===== src/rtl/cpu_types_pkg.sv =====
// Shared types for the memory arbiter: word type, RAM status codes,
// arbiter FSM states and the fairness grant marker.
package cpu_types_pkg;

   typedef logic [31:0] word_t;

   typedef enum logic [1:0] {
      FREE   = 2'd0,
      BUSY   = 2'd1,
      ACCESS = 2'd2,
      ERROR  = 2'd3
   } ramstate_t;

   typedef enum logic [1:0] {
      IDLE   = 2'd0,
      IGRANT = 2'd1,
      DGRANT = 2'd2
   } arb_state_t;

   // Which requester owned the most recently completed transfer
   typedef enum logic {
      GRANT_I = 1'b0,
      GRANT_D = 1'b1
   } grant_t;

endpackage


===== src/rtl/mem_arbiter_if.sv =====
// Bundle of icache, dcache and RAM-side signals seen by the arbiter.
// master: the arbiter itself; slave: the caches and RAM around it.
interface mem_arbiter_if #(parameter int WORD_W = 32);
   import cpu_types_pkg::*;

   logic              iREN;
   logic [WORD_W-1:0] iaddr;
   logic              iwait;
   logic [WORD_W-1:0] iload;

   logic              dREN;
   logic              dWEN;
   logic [WORD_W-1:0] daddr;
   logic [WORD_W-1:0] dstore;
   logic              dwait;
   logic [WORD_W-1:0] dload;

   logic              ramREN;
   logic              ramWEN;
   logic [WORD_W-1:0] ramaddr;
   logic [WORD_W-1:0] ramstore;
   logic [WORD_W-1:0] ramload;
   ramstate_t         ramstate;

   modport master (
      input  iREN, iaddr, dREN, dWEN, daddr, dstore, ramload, ramstate,
      output iwait, iload, dwait, dload, ramREN, ramWEN, ramaddr, ramstore
   );

   modport slave (
      output iREN, iaddr, dREN, dWEN, daddr, dstore, ramload, ramstate,
      input  iwait, iload, dwait, dload, ramREN, ramWEN, ramaddr, ramstore
   );

endinterface


===== src/rtl/mem_arbiter.sv =====
// Two-requester RAM arbiter (icache / dcache). Grants one requester at a
// time, completes on ACCESS, retries on ERROR, aborts on request withdrawal.
// Ties alternate: data wins unless the last completed grant was data.
module mem_arbiter
   import cpu_types_pkg::*;
#(
   parameter int WORD_W = 32
) (
   input  logic          CLK,
   input  logic          RST,
   mem_arbiter_if.master bus
);

   arb_state_t state_q, state_d;
   grant_t     last_grant_q, last_grant_d;
   logic       d_req_s;

   assign d_req_s = bus.dREN | bus.dWEN;

   // Read data is passed straight through; callers only trust it on wait-low
   assign bus.iload = bus.ramload;
   assign bus.dload = bus.ramload;

   // State and fairness registers; reset abandons any grant immediately
   always_ff @(posedge CLK or posedge RST) begin
      if (RST) begin
         state_q      <= IDLE;
         last_grant_q <= GRANT_I;
      end else begin
         state_q      <= state_d;
         last_grant_q <= last_grant_d;
      end
   end

   // Next-state and fairness update
   always_comb begin
      state_d      = state_q;
      last_grant_d = last_grant_q;
      case (state_q)
         IDLE: begin
            if (d_req_s && !(bus.iREN && (last_grant_q == GRANT_D))) begin
               state_d = DGRANT;
            end else if (bus.iREN) begin
               state_d = IGRANT;
            end else begin
               state_d = IDLE;
            end
         end
         IGRANT: begin
            if (!bus.iREN) begin
               state_d = IDLE;                 // aborted, fairness untouched
            end else if (bus.ramstate == ACCESS) begin
               state_d      = IDLE;
               last_grant_d = GRANT_I;
            end else if (bus.ramstate == ERROR) begin
               state_d = IDLE;                 // retry through rearbitration
            end else begin
               state_d = IGRANT;
            end
         end
         DGRANT: begin
            if (!d_req_s) begin
               state_d = IDLE;
            end else if (bus.ramstate == ACCESS) begin
               state_d      = IDLE;
               last_grant_d = GRANT_D;
            end else if (bus.ramstate == ERROR) begin
               state_d = IDLE;
            end else begin
               state_d = DGRANT;
            end
         end
         default: begin
            state_d = IDLE;
         end
      endcase
   end

   // RAM drive and wait handshakes for the current grant
   always_comb begin
      bus.iwait    = 1'b1;
      bus.dwait    = 1'b1;
      bus.ramREN   = 1'b0;
      bus.ramWEN   = 1'b0;
      bus.ramaddr  = {WORD_W{1'b0}};
      bus.ramstore = {WORD_W{1'b0}};
      case (state_q)
         IGRANT: begin
            if (bus.iREN) begin
               bus.ramREN  = 1'b1;
               bus.ramaddr = bus.iaddr;
               if (bus.ramstate == ACCESS) begin
                  bus.iwait = 1'b0;
               end else begin
                  bus.iwait = 1'b1;
               end
            end else begin
               bus.ramREN = 1'b0;
            end
         end
         DGRANT: begin
            if (bus.dWEN) begin
               // a simultaneous read+write request is served as a write
               bus.ramWEN   = 1'b1;
               bus.ramaddr  = bus.daddr;
               bus.ramstore = bus.dstore;
            end else if (bus.dREN) begin
               bus.ramREN  = 1'b1;
               bus.ramaddr = bus.daddr;
            end else begin
               bus.ramREN = 1'b0;
            end
            if (d_req_s && (bus.ramstate == ACCESS)) begin
               bus.dwait = 1'b0;
            end else begin
               bus.dwait = 1'b1;
            end
         end
         default: begin
            bus.iwait = 1'b1;
         end
      endcase
   end

endmodule


===== src/flat_wrapper.sv =====
// flat-port wrapper written by rule: the top's interface ports become plain ports
module mem_arbiter_flat import cpu_types_pkg::*;
#(
   parameter int WORD_W = 32
)
  (CLK, RST, bus_iREN, bus_iaddr, bus_dREN, bus_dWEN, bus_daddr, bus_dstore, bus_ramload, bus_ramstate, bus_iwait, bus_iload, bus_dwait, bus_dload, bus_ramREN, bus_ramWEN, bus_ramaddr, bus_ramstore);
  mem_arbiter_if #(.WORD_W(WORD_W)) bus_i ();
  input  logic CLK;
  input  logic RST;
  input wire logic [$bits(bus_i.iREN)-1:0] bus_iREN;
  input wire logic [$bits(bus_i.iaddr)-1:0] bus_iaddr;
  input wire logic [$bits(bus_i.dREN)-1:0] bus_dREN;
  input wire logic [$bits(bus_i.dWEN)-1:0] bus_dWEN;
  input wire logic [$bits(bus_i.daddr)-1:0] bus_daddr;
  input wire logic [$bits(bus_i.dstore)-1:0] bus_dstore;
  input wire logic [$bits(bus_i.ramload)-1:0] bus_ramload;
  input wire logic [$bits(bus_i.ramstate)-1:0] bus_ramstate;
  output wire logic [$bits(bus_i.iwait)-1:0] bus_iwait;
  output wire logic [$bits(bus_i.iload)-1:0] bus_iload;
  output wire logic [$bits(bus_i.dwait)-1:0] bus_dwait;
  output wire logic [$bits(bus_i.dload)-1:0] bus_dload;
  output wire logic [$bits(bus_i.ramREN)-1:0] bus_ramREN;
  output wire logic [$bits(bus_i.ramWEN)-1:0] bus_ramWEN;
  output wire logic [$bits(bus_i.ramaddr)-1:0] bus_ramaddr;
  output wire logic [$bits(bus_i.ramstore)-1:0] bus_ramstore;
  assign bus_i.iREN = bus_iREN;
  assign bus_i.iaddr = bus_iaddr;
  assign bus_i.dREN = bus_dREN;
  assign bus_i.dWEN = bus_dWEN;
  assign bus_i.daddr = bus_daddr;
  assign bus_i.dstore = bus_dstore;
  assign bus_i.ramload = bus_ramload;
  assign bus_i.ramstate = bus_ramstate;
  assign bus_iwait = bus_i.iwait;
  assign bus_iload = bus_i.iload;
  assign bus_dwait = bus_i.dwait;
  assign bus_dload = bus_i.dload;
  assign bus_ramREN = bus_i.ramREN;
  assign bus_ramWEN = bus_i.ramWEN;
  assign bus_ramaddr = bus_i.ramaddr;
  assign bus_ramstore = bus_i.ramstore;
  mem_arbiter #(.WORD_W(WORD_W)) u_core (.CLK(CLK), .RST(RST), .bus(bus_i));
endmodule

===== config.mk =====
export PLATFORM = sky130hd
export DESIGN_NAME = mem_arbiter_flat
export DESIGN_NICKNAME = d
export VERILOG_FILES = /design/src/rtl/cpu_types_pkg.sv /design/src/rtl/mem_arbiter_if.sv /design/src/rtl/mem_arbiter.sv /design/src/flat_wrapper.sv
export SDC_FILE = /design/constraint.sdc
export NUM_CORES = 1
export LEC_CHECK = 0
export CAP_MARGIN = 20
export CORE_AREA = 2 2 103 105
export CTS_BUF_LIST = sky130_fd_sc_hd__clkbuf_16
export DETAILED_ROUTE_END_ITERATION = 6
export DIE_AREA = 0 0 105 107
export PLACE_DENSITY = 0.64
export SYNTH_ARGS = -nofsm -noshare
export SYNTH_HDL_FRONTEND = slang
export SYNTH_SLANG_ARGS = --single-unit

===== constraint.sdc =====
create_clock -name CLK -period 2.15 [get_ports CLK]
set_clock_uncertainty 0.05 [all_clocks]
set_input_delay 0.43 -clock CLK [delete_from_list [all_inputs] [get_ports CLK]]
set_output_delay 0.43 -clock CLK [all_outputs]
set_load 0.01 [all_outputs]

==> results of run 1 <==
-- report_power, final --
part           leakage, nW  internal, mW  total (mW)  switching [mW]
clock network       0.0423         0.240       0.291          0.0515
registers           0.0374        0.0795       0.102          0.0221
logic                 1.63          1.19        2.06           0.869
-- metrics by stage --
stage                     utilization  hold slack [ns]
after floorplan                     -            0.134
after global placement          0.295            0.491
after detailed placement        0.295            0.481
after CTS                       0.323            0.321
after global routing            0.329            0.343
final                           0.329            0.319
-- cell families (layout without fill, tap and decap cells) --
group / count (synthesis) / count (layout) / share of synthesized area
mux: 1 / 1 / 0.00733
fa+ha+maj: 5 / 5 / 0.0407
buf+inv: 85 / 214 / 0.392
flops: 3 / 3 / 0.0489
compound gates: 43 / 43 / 0.203
simple gates: 74 / 74 / 0.308
-- critical path, stage by stage (launching register included) --
cell	delay, ns
dfrtp_1	0.39
buf_6	0.13
ha_4	0.15
and2_4	0.18
buf_12	0.15
buf_6	0.12
a22oi_2	0.15
nor2b_1	0.06
buf_2	0.14
-- state kept, by name, summed over array words and instances, names as in the netlist --
signal	count
u_core.last_grant_q	1
u_core.state_q	2
-- worst max-delay path by stage --
stage | start | to | cells after the start
6_report | u_core.state_q[0]$_DFF_PP0_ | bus_ramaddr[11] | 8
3_3_place_gp | bus_dREN | bus_ramaddr[0] | 6
2_1_floorplan | u_core.state_q[1]$_DFF_PP0_ | bus_ramaddr[0] | 7
4_1_cts | u_core.state_q[0]$_DFF_PP0_ | bus_ramaddr[23] | 9
3_5_place_dp | bus_dREN | bus_ramaddr[8] | 6
5_1_grt | u_core.state_q[0]$_DFF_PP0_ | bus_ramaddr[30] | 8
-- layer usage --
metal,vias up,track usage,share of wire,routed length [µm]
met2,89,0.214,0.50,3640
met3,27,0.0304,0.081,593
met5,-,0,0,0
met1,876,0.140,0.39,2860
met4,0,0.0486,0.030,222
li1,932,-,-,-
-- final cells by class --
cell class	count	area [µm²]
multi-input combinational	123	1010
timing repair buffer	206	1970
fill	1115	6780
clock inverter	1	3.75
clock buffer	3	75.1
tap	136	170
inverter	4	15.0
sequential	3	76.3
-- placed cells by master (no fill, tap or decap), types with 3 or more instances in the layout --
| master | count |
|---|---|
| clkdlybuf4s15_1 | 3 |
| a21oi_1 | 3 |
| buf_2 | 33 |
| and3_1 | 32 |
| clkdlybuf4s50_1 | 99 |
| buf_12 | 7 |
| dlygate4sd2_1 | 7 |
| nor2b_1 | 34 |
| buf_4 | 14 |
| buf_6 | 11 |
| a22oi_1 | 11 |
| inv_1 | 3 |
| a22oi_2 | 20 |
| clkbuf_2 | 12 |
| clkbuf_16 | 3 |
| ha_4 | 3 |
| dlymetal6s2s_1 | 16 |
-- repair_timing --
action | in CTS | in global routing
pin swaps | 3 | 17
buffers inserted | 12 | 3
resized for setup | 193 | 72
setup endpoints to repair | 68 | 63
cloned | 6 | 0
==> key figures, run 1 <==
Outcome
  • Outcome: finished with violations
  • Failing checks: negative setup slack

Logic synthesis
  • Register area share after synthesis: 0.0489
  • Unique masters post-synth: 27
  • Avg Inst Size Synth: 7.28 µm²
  • Post-Synthesis Cells: approximately 210
  • YS warnings: 0
  • Post-synth top area cell: buf_4
  • Dominant cells by area after synthesis: buf_4, a22oi_1, nor2b_1
  • Netlist Area Pre-Place: 0.00154 mm²
  • Asr flop ratio synth: 1.00
  • Main synth FF type: dfrtp_1
  • Yosys top cell area share: 0.328
  • Syn nets: 351
  • Most instantiated cells after synthesis: buf_4, nor2b_1, and3_1, a22oi_1, clkbuf_1
  • Seq cells post-synth: 3
  • EDFF count, synth: 0
  • Most common cell in the netlist: buf_4

Setup path
  • CP max FO: 7
  • Worst flop-to-flop path endpoint: u_core.last_grant_q$_DFFE_PP0P_
  • Setup CP Type: reg -> out
  • R2R depth: 7
  • WP data arrival: 1.69 ns
  • CP Capture Type: output port
  • Data required, critical path: 1.67 ns
  • Crit path launch type: flip-flop
  • Setup slack, reg-to-reg: around 0.43 ns
  • Worst r2r src: u_core.state_q[0]$_DFF_PP0_

Clocking
  • Htree depth: 1
  • Clock latency on the worst-skew pair: 0.22 ns
  • CTS sink count: 3
  • CTS max path bufs: 2
  • TritonCTS Buffers: 3
  • Root Driver: clkbuf_16
  • CTS tree: yes
  • Clock transition at path regs: 0.03 ns
  • Hold_buf cts: 0

Layout
  • Ant. Diodes: 0
  • Fin cells: 476
  • Nets: 481
  • Post-route cell area: roughly 0.0033 mm²
  • Area delta synth->final: 116%
  • Share of layout cells above drive strength 1: 0.341

Detailed routing
  • Vias: 1924
  • Wire length per cell: 15.4 µm
  • Residual DRC: 0
  • Drt pass-1 iters: 4
  • Antenna Nets Post-Route: 0
  • DR vias/cell: 4.04
  • Drt first-iter violations: 42
  • Total routed wirelength: 7320 µm

Placement
  • Placed cell count: 455
  • Placed Instance Area: 0.00298 mm²
  • HPWL after DPL: 5250 µm
  • Global placer's final weighted congestion: about 0.73
  • I/O Buffers: 170
  • Pre-CTS setup slack: -0.498 ns

Timing
  • Minimum clock period: 2.17 ns
  • Endpoints failing setup: 6
  • Fin. Hold Viols: 0
  • Max Clk Rate: 462 MHz
  • Worst-Margin Slew: 0.169 ns
  • Slew HR: 0.887
  • Setup slack after layout: -0.0156 ns
  • Slew Viols, Final: 0
  • Setup TNS: -0.0403 ns
  • RSZ-0062 raised after global routing: true
  • Crit share post-route: 1.01

Global routing
  • First-pass GRT wire length: 11000 µm
  • Largest net degree at the start of global routing: 22
  • Vias in the first global route: 2019
  • Overall Global Routing Usage: 0.121
  • Remaining global-route overflow: 0
  • Initial antenna violation count: 0

Floorplan
  • Row cnt: 37
  • DIE AREA: approximately 0.011 mm²
  • Die height: 107 µm
  • Die Wd: approximately 110 µm
  • Core area: 0.0101 mm²
  • I/O pins: 267
  • Starting Density: 0.152

Power and ir drop
  • Pwr/cell area: around 740 mW/mm²
  • Overall power: 2.46 mW
  • Static leakage: 1.71 nW
  • Worst vdd ir: 0.466 mV

Min path
  • Min-delay worst type: in -> async

Run
  • # Max-Cap Violations: 0
No activity file was read; power rests on OpenSTA's default activity.
==> run 2, diff against run 1 <==
Settings changed: SKIP_CTS_REPAIR_TIMING from default to 1.
==> run 2 against run 1 <==
  * The flow still finishes with violations (negative setup slack)
  * Flip-flop and latch count did not move
  * Utilization fell by 0.48 points
  * Die area did not move
  * Global-route usage fell by 1.5 points
  * Hold slack barely moved
  * Final cell count fell by 3.2%
  * Via count fell by 4.2%
  * Maximum frequency fell by 1.1%
  * Sequential share of layout area barely moved
  * Largest power group unchanged
==> key figures, run 2 (same netlist as run 1, synthesis figures left out) <==
Detailed routing
  • Drt first-iter violations: 90 (+110%)
  • Vias: 1844 (-4.2%)
  • Met2 wire len: 3390 µm (-6.9%)
  • Total routed wirelength: 6780 µm (-7.4%)
  • DR vias/cell: 4.00 (-1.0%)
  • Residual DRC: 0 (unchanged)
  • Max Used Layer: met4
  • WL met1: 2610 µm (-8.6%)
  • Routed length on met3: 552 µm (-6.9%)
  • Wire length per cell: 14.7 µm (-4.3%)
  • Drt pass-1 iters: 3 (-1)
  • Antenna Nets Post-Route: 0 (unchanged)

Setup path
  • Setup CP Type: in -> out
  • WP data arrival: 1.71 ns (+0.02 ns)
  • R2R depth: 7 (unchanged)
  • CP Capture Type: output port
  • CP peak stage delay: 0.44 ns (+0.05 ns)
  • CP max FO: 17 (+10)
  • CP cell instances: clkdlybuf4s50_1 -> o21a_4 -> buf_12 -> a22oi_1 -> nor2b_1 -> dlymetal6s2s_1
  • Crit path launch type: primary input
  • Slowest stage cell on the critical path: clkdlybuf4s50_1
  • Critical path depth: 6 (-2)
  • Largest delay contributor family on the critical path: buffers and inverters
  • Data required, critical path: 1.67 ns (about the same)
  • Worst Path Buf+Inv: 3 (-1)

Global routing
  • Largest net degree at the start of global routing: 34 (+55%)
  • Overall Global Routing Usage: 0.106 (-0.0154)
  • Remaining global-route overflow: 0 (unchanged)
  • Initial antenna violation count: 0 (unchanged)
  • Vias in the first global route: 1873 (-7.2%)
  • First-pass GRT wire length: 9800 µm (-10%)

Run
  • # Max-Cap Violations: 0 (unchanged)

Clocking
  • Clock latency on the worst-skew pair: 0.22 ns (about the same)
  • CTS sink count: 3 (unchanged)
  • CTS max path bufs: 2 (unchanged)
  • Clock transition at path regs: 0.03 ns (about the same)
  • Htree depth: 1 (unchanged)
  • Root Driver: clkbuf_16
  • CTS tree: yes
  • TritonCTS Buffers: 3 (unchanged)

Floorplan
  • Row cnt: 37 (unchanged)
  • DIE AREA: 0.0112 mm² (unchanged)
  • I/O pins: 267 (unchanged)
  • Die height: 107 µm (unchanged)
  • Die Wd: 105 µm (unchanged)
  • Core area: 0.0101 mm² (unchanged)
  • Starting Density: 0.152 (unchanged)

Power and ir drop
  • Static leakage: 2.13 nW (+24%)
  • Worst vdd ir: 0.452 mV (-3.1%)
  • Pwr/cell area: 664 mW/mm² (-10%)

Layout
  • Area delta synth->final: 113%
  • Largest regs: u_core.state_q x2, u_core.last_grant_q x1
  • Nets: 466 (-3.1%)
  • Ant. Diodes: 0 (unchanged)
  • Number of flip-flops in the largest register: 2 (unchanged)
  • Post-route cell area: 0.00327 mm² (-1.5%)
  • Largest Register: u_core.state_q
  • Share of layout cells above drive strength 1: 0.178 (-0.163)
  • Commonest cells after routing, fill and taps aside: clkdlybuf4s50_1, dlymetal6s2s_1, nor2b_1
  • Most common cell after layout, fill and taps aside: clkdlybuf4s50_1

Placement
  • HPWL after DPL: 5250 µm (unchanged)
  • Pre-CTS setup slack: -0.498 ns (unchanged)
  • Global placer's final weighted congestion: 0.726 (unchanged)
  • I/O Buffers: 170 (unchanged)
  • Placed Instance Area: 0.00298 mm² (unchanged)

Timing
  • Setup TNS: -0.0580 ns (-0.0177 ns)
  • Worst-Margin Slew: 0.196 ns (+0.0268 ns)
  • Slew HR: 0.869 (-0.0181)
  • Minimum clock period: 2.19 ns (+0.0243 ns)
  • Min Hold Slack: 0.319 ns (-0.0000940 ns)
  • Max Clk Rate: 457 MHz (-1.1%)
  • Slew Viols, Final: 0 (unchanged)
  • Crit share post-route: 1.02 (+0.0113)
  • Fin. Hold Viols: 0 (unchanged)
  • RSZ-0062 raised after global routing: true
  • Endpoints failing setup: 2 (-4)
  • Setup slack after layout: -0.0400 ns (-0.0243 ns)

Outcome
  • Failing checks: negative setup slack
  • Outcome: finished with violations

Min path
  • Min-delay worst type: in -> async
[run 2: cell count changes in the layout (fill, tap and decap cells not counted), moves of 3 or more]
cell	previous run	this run
buf_2	33	5
buf_12	7	3
a22oi_1	11	19
a22oi_2	20	12
clkdlybuf4s50_1	99	102
buf_6	11	4
clkdlybuf4s15_1	3	0
dlymetal6s2s_1	16	53
dlygate4sd2_1	7	0
[run 2: final cells by class]
type / count / area [µm²]
clock inverters: 1 / 3.75
inverters: 4 / 15.0
repair buffers: 191 / 1980
flip-flops and latches: 3 / 75.1
well taps: 136 / 170
clock buffers: 3 / 75.1
fillers: 1107 / 6830
multi-input cells: 123 / 943
[run 2: path summary, 6_finish.rpt]
kind                                            startpoint                               to  slack [ns]
max in group asynchronous                              RST      u_core.state_q[0]$_DFF_PP0_        1.60
max                                               bus_dWEN                  bus_ramaddr[26]       -0.04
min in group CLK           u_core.last_grant_q$_DFFE_PP0P_  u_core.last_grant_q$_DFFE_PP0P_        0.48
max reg2reg                    u_core.state_q[0]$_DFF_PP0_  u_core.last_grant_q$_DFFE_PP0P_        0.40
min                                                    RST      u_core.state_q[1]$_DFF_PP0_        0.32
min reg2reg                u_core.last_grant_q$_DFFE_PP0P_  u_core.last_grant_q$_DFFE_PP0P_        0.48
[run 2: per-layer routing]
metal	global-route usage	vias to the layer above
li1	-	895
met1	0.120	837
met5	0	-
met2	0.186	85
met3	0.0261	27
met4	0.0505	0
[run 2: metrics by stage]
step           std cells  power, mW  utilization
2_1_floorplan        211       1.05            -
3_3_place_gp         455       1.80        0.295
3_5_place_dp         455       1.83        0.295
4_1_cts              459       2.13        0.303
5_1_grt              461       2.34        0.324
6_report             461       2.17        0.324
[run 2: worst register-to-register path: stages, from the launching register on]
cell	delay, ns
dfrtp_1	0.39
inv_1	0.08
buf_4	0.13
ha_1	0.23
buf_4	0.15
or3b_1	0.37
a31oi_1	0.18
a21oi_1	0.06
[run 2: where the power goes]
part | switching [mW] | total (mW) | internal, mW | leakage (nW)
Clock | 0.0517 | 0.292 | 0.240 | 0.0423
Combinational | 0.770 | 1.78 | 1.01 | 2.04
Sequential | 0.0169 | 0.0945 | 0.0776 | 0.0385
